===== config.mk =====
export PLATFORM = sky130hd
export DESIGN_NAME = multiword_add_ctrl
export DESIGN_NICKNAME = d
export VERILOG_FILES = /design/src/rtl/multiword_add_pkg.sv /design/src/rtl/multiword_add_ctrl_cla.sv /design/src/rtl/multiword_add_ctrl.sv
export SDC_FILE = /design/constraint.sdc
export NUM_CORES = 1
export LEC_CHECK = 0
export ABC_AREA = 1
export ABC_CLOCK_PERIOD_IN_PS = 2700
export CAP_MARGIN = 20
export CORE_MARGIN = 2
export CORE_UTILIZATION = 40
export DETAILED_ROUTE_END_ITERATION = 8
export PLACE_DENSITY_LB_ADDON = 0.2
export SLEW_MARGIN = 20
export SYNTH_ARGS = -nofsm -noshare
export SYNTH_HDL_FRONTEND = slang
export SYNTH_SLANG_ARGS = --single-unit

===== constraint.sdc =====
create_clock -name clk -period 2.7 [get_ports clk]
set_input_delay 0.54 -clock clk [delete_from_list [all_inputs] [get_ports clk]]
set_output_delay 0.54 -clock clk [all_outputs]
set_load 0.02 [all_outputs]

===== src/rtl/multiword_add_pkg.sv =====
// Shared FSM encodings for the slice-serial multiword adder.
// Imported by multiword_add_ctrl.
package multiword_add_pkg;

  localparam int STATE_W = 2;

  typedef enum logic [STATE_W-1:0] {
    IDLE = 2'd0,
    RUN  = 2'd1,
    DONE = 2'd2
  } state_t;

endpackage


===== src/rtl/multiword_add_ctrl_cla.sv =====
// N-bit carry-look-ahead adder used as the single slice adder.
// Ports: a, b (N bits), cin -> sum (N bits), cout.
module Carry_Look_Ahead_Adder_n_bit #(
  parameter int N = 4
) (
  input  logic [N-1:0] a,
  input  logic [N-1:0] b,
  input  logic         cin,
  output logic [N-1:0] sum,
  output logic         cout
);

  logic [N-1:0] p;
  logic [N-1:0] g;
  logic [N:0]   c;

  assign p = a ^ b;
  assign g = a & b;

  // Each carry is expanded as a flat sum of generate terms
  // gated by the propagate chain, rather than rippled.
  always_comb begin
    logic acc;
    logic pp;
    c    = '0;
    c[0] = cin;
    for (int i = 0; i < N; i++) begin
      acc = g[i];
      pp  = p[i];
      for (int j = i - 1; j >= 0; j--) begin
        acc = acc | (pp & g[j]);
        pp  = pp & p[j];
      end
      c[i+1] = acc | (pp & cin);
    end
  end

  assign sum  = p ^ c[N-1:0];
  assign cout = c[N];

endmodule


===== src/rtl/multiword_add_ctrl.sv =====
// Slice-serial W-bit adder: one N-bit CLA slice per RUN cycle.
// Ports: clk, rst (async high), start, a, b, cin -> busy, done,
// sum, cout; ovf only when MULTIWORD_ADD_OVF_EN is defined.
module multiword_add_ctrl
  import multiword_add_pkg::*;
#(
  parameter int N = 4,
  parameter int W = 16
) (
  input  logic         clk,
  input  logic         rst,
  input  logic         start,
  input  logic [W-1:0] a,
  input  logic [W-1:0] b,
  input  logic         cin,
  output logic         busy,
  output logic         done,
  output logic [W-1:0] sum,
  output logic         cout
`ifdef MULTIWORD_ADD_OVF_EN
  ,
  output logic         ovf
`endif
);

  localparam int S  = W / N;
  localparam int IW = (S > 1) ? $clog2(S) : 1;

  state_t         state;
  state_t         state_n;
  logic           accept;
  logic [W-1:0]   a_r;
  logic [W-1:0]   b_r;
  logic           carry;
  logic [IW-1:0]  idx;
  logic           last;
  logic [N-1:0]   sa;
  logic [N-1:0]   sb;
  logic [N-1:0]   ss;
  logic           sc;

  assign sa   = a_r[idx*N +: N];
  assign sb   = b_r[idx*N +: N];
  assign last = (idx == IW'(S - 1));

  Carry_Look_Ahead_Adder_n_bit #(
    .N(N)
  ) u_cla (
    .a   (sa),
    .b   (sb),
    .cin (carry),
    .sum (ss),
    .cout(sc)
  );

  always_ff @(posedge clk or posedge rst) begin
    if (rst) state <= IDLE;
    else     state <= state_n;
  end

  always_comb begin
    state_n = state;
    accept  = 1'b0;
    unique case (state)
      IDLE: begin
        if (start) begin
          accept  = 1'b1;
          state_n = RUN;
        end
      end
      RUN: begin
        if (last) state_n = DONE;
      end
      DONE: begin
        if (start) begin
          accept  = 1'b1;
          state_n = RUN;
        end else begin
          state_n = IDLE;
        end
      end
      default: state_n = IDLE;
    endcase
  end

  assign busy = (state == RUN);
  assign done = (state == DONE);

  always_ff @(posedge clk or posedge rst) begin
    if (rst) begin
      a_r   <= '0;
      b_r   <= '0;
      carry <= 1'b0;
      idx   <= '0;
      sum   <= '0;
      cout  <= 1'b0;
    end else if (accept) begin
      a_r   <= a;
      b_r   <= b;
      carry <= cin;
      idx   <= '0;
      sum   <= '0;
      cout  <= 1'b0;
    end else if (state == RUN) begin
      sum[idx*N +: N] <= ss;
      carry           <= sc;
      idx             <= idx + IW'(1);
      if (last) cout  <= sc;
    end
  end

`ifdef MULTIWORD_ADD_OVF_EN
  // Carry into the MSB is recovered from the MSB sum bit:
  // s = a ^ b ^ c_in, so c_in = a ^ b ^ s.
  always_ff @(posedge clk or posedge rst) begin
    if (rst) begin
      ovf <= 1'b0;
    end else if (accept) begin
      ovf <= 1'b0;
    end else if (state == RUN && last) begin
      ovf <= sc ^ (sa[N-1] ^ sb[N-1] ^ ss[N-1]);
    end
  end
`endif

endmodule


## Word-level counts from Yosys, hierarchy flattened

Index checks and enable logic that the tools add are counted.

| word-level totals | value |
|---|---|
| input bits | 36 |
| output and inout bits | 19 |
| flip-flop bits (word level) | 54 |
| word-level logic and storage cells | 69 |

| cells by class | value |
|---|---|
| equal/unequal tests | 5 |
| bitwise logic cells | 29 |
| add/sub/neg operators | 2 |
| shift-type cells | 4 |
| reductions and logical operators | 6 |
| multiplexer cells | 16 |

Operators with widths:

| cell | number |
|---|---|
| $neg A4 Y34 | 1 |
| $shift A4 B34 Y16 const A | 1 |
| $shiftx A4 B34 Y16 | 1 |
| $mux W16 | 2 |
| $shiftx A16 B5 Y4 | 2 |
| $and A1 B1 Y1 | 16 |
| $bwmux W16 | 1 |
| $or A1 B1 Y1 | 10 |
| $mux W1 | 8 |
| $mux W2 | 4 |
| $xor A4 B4 Y4 | 2 |
| $pmux W2 S3 | 1 |
| $and A4 B4 Y4 | 1 |
| $eq A2 B2 Y1 const B | 2 |
| $reduce_and A2 Y1 | 2 |
| $reduce_bool A2 Y1 | 2 |
| $add A2 B1 Y2 const B | 1 |
| $eq A2 B1 Y1 const B | 1 |
| $logic_not A2 Y1 | 1 |
| $ne A2 B1 Y1 const B | 1 |
| $ne A2 B2 Y1 const B | 1 |
| $reduce_or A2 Y1 | 1 |

## Depth between registers and ports, before layout

| depth | value |
|---|---|
| word-level depth | 11 |
| depth in mapped cells | 14 |

## By module

A second synthesis with hierarchy kept.

| unflattened totals | value |
|---|---|
| cell total of the unflattened synthesis | 365 |
| area, all modules | 2894.0 sq um |

Modules (own cells, without submodules):

| module | times used | area an instance (sq um) | cells each |
|---|---|---|---|
| multiword_add_ctrl | 1 | 2705.1 | 334 |
| Carry_Look_Ahead_Adder_n_bit | 1 | 188.9 | 31 |

## Worst setup path after synthesis

Ideal clock, no wire load.

| path | value |
|---|---|
| path type | register -> register |
| start point | reg idx[0] |
| end point | reg sum[14] |
| arrival time | 1.956 ns |
| path buffers | 1 |
| setup time | 0.117 ns |
| data required time | 2.583 ns |
| stages on the path, launching flop included | 12 |
| path slack | 0.627 ns |
| period minus slack after synthesis | 2.073 ns |
| cells stage by stage | dfrtp_1 inv_1 clkbuf_1 nor2_1 o22ai_1 ha_1 nand3_1 nand3_1 xor2_1 nor2_1 nand3_1 nand2_1 |

| between the ends | value |
|---|---|
| longest elaborated chain between the ends | 11 |
| elaborated cells between the ends (all ways) | 26 |
| classes of those cells | add/sub: 1; shift: 4; mux: 3; bitwise: 18 |

RTL lines:

| item | RTL line | RTL |
|---|---|---|
| start: declaration | multiword_add_ctrl.sv:35 | `logic [IW-1:0] idx;` |
| start signal: assignment | multiword_add_ctrl.sv:107 | `idx <= idx + IW'(1);` |
| $shiftx A16 B5 Y4 (on tied branches) | multiword_add_ctrl.sv:42, multiword_add_ctrl.sv:43 |  |
| $xor A4 B4 Y4 / $and A4 B4 Y4 (equally long branches) | multiword_add_ctrl_cla.sv:17, multiword_add_ctrl_cla.sv:18 |  |
| $and A1 B1 Y1 (on tied branches) | multiword_add_ctrl_cla.sv:31, multiword_add_ctrl_cla.sv:32 |  |
| $or A1 B1 Y1 (tied with other cells) | multiword_add_ctrl_cla.sv:31 | `acc = acc \| (pp & g[j]);` |
| $or A1 B1 Y1 / $and A1 B1 Y1 (equally long branches) | multiword_add_ctrl_cla.sv:31, multiword_add_ctrl_cla.sv:34 |  |
| $or A1 B1 Y1 | multiword_add_ctrl_cla.sv:34 | `c[i+1] = acc \| (pp & cin);` |
| $xor A4 B4 Y4 | multiword_add_ctrl_cla.sv:38 | `assign sum = p ^ c[N-1:0];` |
| $shiftx A4 B34 Y16 | multiword_add_ctrl.sv:105 | `sum[idx*N +: N] <= ss;` |
| $bwmux W16 * | multiword_add_ctrl.sv:105 |  |
| $mux W16 * | multiword_add_ctrl.sv:104 | `end else if (state == RUN) begin` |
| $mux W16 * | multiword_add_ctrl.sv:97 | `end else if (accept) begin` |
| end signal: indexed assignment | multiword_add_ctrl.sv:105 |  |
| end: declaration | multiword_add_ctrl.sv:18 | `output logic [W-1:0] sum,` |

Every way passes the cells marked *; elsewhere a longest branch is shown, timed or not. The select of a mux whose other input is x is not followed.
A chain may end at the register's enable or synchronous reset.

## Final worst setup path

| path | value |
|---|---|
| start point | reg idx[0] |
| end point | reg sum[6] |

Same word-level chain as after synthesis.

==> impl_metrics.py <==
metrics = {
    "global_route": {
        "grt_overflow": 0,
        "antenna_found_initial": 0,
        "track_usage_pct": 17.4,
        "grt_pass1_vias": 2228,
        "grt_max_degree": 29,
        "grt_pass1_wl_um": 10100,
    },
    "floorplan": {
        "die_y_um": 85.8,
        "initial_core_util_pct": 41.7,
        "core_um2": 6420,
        "die_area_um2": 7360,
        "die_w_um": 85.8,
        "num_rows": 29,
        "ioPinCount": 55,
    },
    "timing": {
        "setup_violations": 0,
        "relSlewSlack_pct": 59.6,
        "worst_slew_pin_slew_ns": 0.605,
        "fin_crit_sh_pct": 82.0,
        "finalHoldViolCount": 0,
        "maxSlewViolCount": 0,
        "fin_crit_ns": 2.21,
        "fmax_ghz": 0.452,
        "tns_ns": 0,
        "timing.hold.ws_ns": 0.479,
        "rsz0062_at_grt": "false",
        "finClkSkew_ns": 0.0135,
    },
    "clocking": {
        "cts_tree": "yes",
        "numCtsBuffers": 5,
        "clk_pin_slew_ns": 0.10,
        "cts.repair.resized": 0,
        "root_buffer": "clkbuf_8",
        "insertion_delay_ns": 0.31,
        "cts_setup_buffers": 0,
        "cts.sinks": 54,
        "cts-htree-levels": 2,
        "cts_hold_buf": 0,
        "max-clock-path-buffers": 2,
    },
    "synthesis": {
        "ys_types": 29,
        "synth_top_area_share_pct": 50.5,
        "yosysWarnings": 0,
        "netlist_area_um2": 2680,
        "synth-seq-cells": 54,
        "synthCells": 321,
        "avgSynthCellArea_um2": 8.33,
        "syn_nets": 367,
        "synth_area_leaders": "dfrtp_1 51%, nand2_1 19%, ha_1 4.2%, o21ai_0 3.4%, nor2_1 3.2%",
        "ys_seq_area_share_pct": 50.5,
        "synth_area_leader_cell": "dfrtp_1",
    },
    "drt": {
        "ant_nets": 0,
        "routed_wl_um": 5810,
        "viasPerCell": 4.91,
        "drtPass1Iterations": 6,
        "drc_errors": 3,
        "wire_per_inst_um": 12.7,
        "via_count": 2243,
        "first_iter_violations": 118,
    },
    "worst_hold_path": {
        "hold_end": "a_r[10]$_DFFE_PP0P_",
        "hold_class": "flop to flop",
        "hold_depth": 2,
        "hp-start": "a_r[10]$_DFFE_PP0P_",
    },
    "worst_setup_path": {
        "crit_path_end_kind": "flop",
        "worstReg2RegStart": "idx[0]$_DFFE_PP0P_",
        "worstPathRequired_ns": 2.96,
        "path_class": "flop to flop",
        "crit_top_cell": "nand3_1",
        "critPathMaxStageDelay_ns": 0.39,
        "r2r_cells": 10,
        "r2r_end": "sum[6]$_DFFE_PP0P_",
        "path_cells": "inv_1 > o21ai_0 > o22ai_1 > ha_1 > nand3_1 > nand3_1 > xor2_1 > nor2_1 > nand3_1 > nand2_1",
        "start_kind": "flop",
        "worstPathArrival_ns": 2.47,
        "rrSetupSlack_ns": 0.49,
        "cp_slowest_cell": "dfrtp_1",
        "crit_path_max_fanout": 19,
    },
    "placement": {
        "routabilityCongestion": 0.894,
        "hpwl_um": 4510,
        "io_buffers": 54,
        "placed_cell_area_um2": 3330,
    },
    "pwr": {
        "ir_drop_mv": 0.476,
        "power.total_w": 0.00452,
        "p_leak_nw": 1.76,
        "powerDensity_nw_per_um2": 1300,
    },
    "final_layout": {
        "final_nets": 425,
        "diodes": 0,
        "drive_gt1_share_pct": 9.47,
        "final_area_um2": 3470,
        "syn_to_final_growth_pct": 29.7,
    },
    "outcome": {
        "failed_checks": "design-rule violations",
        "outcome": "finished with violations",
    },
    "run": {
        "maxCapViolations": 0,
    },
}
-- how the worst max path moves through the flow --
| stage | end | slack, ns | start |
|---|---|---|---|
| 2_1_floorplan | sum[14]$_DFFE_PP0P_ | 0.63 | idx[0]$_DFFE_PP0P_ |
| 3_5_place_dp | sum[7]$_DFFE_PP0P_ | 0.47 | idx[0]$_DFFE_PP0P_ |
| 4_1_cts | sum[7]$_DFFE_PP0P_ | 0.43 | idx[0]$_DFFE_PP0P_ |
| 3_3_place_gp | sum[15]$_DFFE_PP0P_ | 0.56 | idx[0]$_DFFE_PP0P_ |
| 6_report | sum[6]$_DFFE_PP0P_ | 0.49 | idx[0]$_DFFE_PP0P_ |
| 5_1_grt | sum[7]$_DFFE_PP0P_ | 0.15 | idx[0]$_DFFE_PP0P_ |
-- cell families (layout without fill, tap and decap cells) --
logic type	Yosys count	after routing	synth area share, %
AO/OA/AOI/OAI	38	38	7.95
XOR/XNOR	3	3	0.982
adder cells (fa/ha/maj)	10	10	4.96
buffers and inverters	32	91	5.29
flip-flops	54	54	50.5
AND/OR/NAND/NOR	184	184	30.3
-- cells in the mapped netlist (all sizes together) --
cell	instances
a22o	1
nand4	1
dfrtp	54
o31ai	1
nor3	1
nor2	26
nand2	136
buf	10
clkbuf	2
fa	1
nand3	19
xor2	2
inv	19
xnor2	1
o22ai	9
o21ai	26
nand3b	1
ha	9
a21oi	1
clkinv	1
-- cell usage in the layout, fill, tap and decap left out, drive strengths merged --
| cell type | n |
|---|---|
| o22ai | 9 |
| fa | 1 |
| xor2 | 2 |
| nand2 | 136 |
| nand3 | 19 |
| nand3b | 1 |
| inv | 19 |
| a22o | 1 |
| ha | 9 |
| nor3 | 1 |
| a21oi | 1 |
| o21ai | 26 |
| nand4 | 1 |
| buf | 9 |
| xnor2 | 1 |
| dfrtp | 54 |
| o31ai | 1 |
| clkinv | 1 |
| nor2 | 26 |
| clkbuf | 6 |
| clkdlybuf4s50 | 54 |
| bufinv | 2 |
-- layout make-up --
cell class                 instances  area, µm²
tap                               77       96.3
inverter                          20       77.6
fill                             588       2950
timing repair buffer              63        621
clock inverter                     2       60.1
clock buffer                       6       82.6
sequential                        54       1350
multi-input combinational        235       1180
-- state kept, by name, summed over array words and instances (netlist names) --
register and cells:
a_r 16, cout 1, state 2, carry 1
sum 16, idx 2, b_r 16
-- metrics by stage --
stage	setup WS (ns)	utilization (%)	cells
floorplan	0.627	-	321
global placement	0.560	51.8	449
detailed placement	0.468	51.8	449
CTS	0.434	54.0	457
global route	0.155	54.0	457
finish	0.485	54.0	457
-- per-layer routing --
metal	track usage (%)	vias to the layer above	part of all wire [%]
met5	0	-	0
met4	6.20	0	2.5
met3	3.27	14	4.1
met2	28.6	55	47
met1	22.9	1034	47
li1	-	1140	-
-- worst max-delay path: cells and delay by family, from the launching register on --
family,cells,cell delay [ns]
and+or+nand+nor,5,0.51
AOI/OAI and AO/OA,2,0.44
DFF,1,0.39
buffers and inverters,1,0.35
adders and majority gates,1,0.31
xor gates and xnor gates,1,0.18
-- where the power goes --
part           switching (W)  leakage, nW  internal, W  total (W)
registers           0.000219        0.694      0.00114    0.00136
logic                0.00151        0.993     0.000992    0.00250
clock network       0.000259       0.0714     0.000395   0.000655
Power figures use the tool's default switching activity.
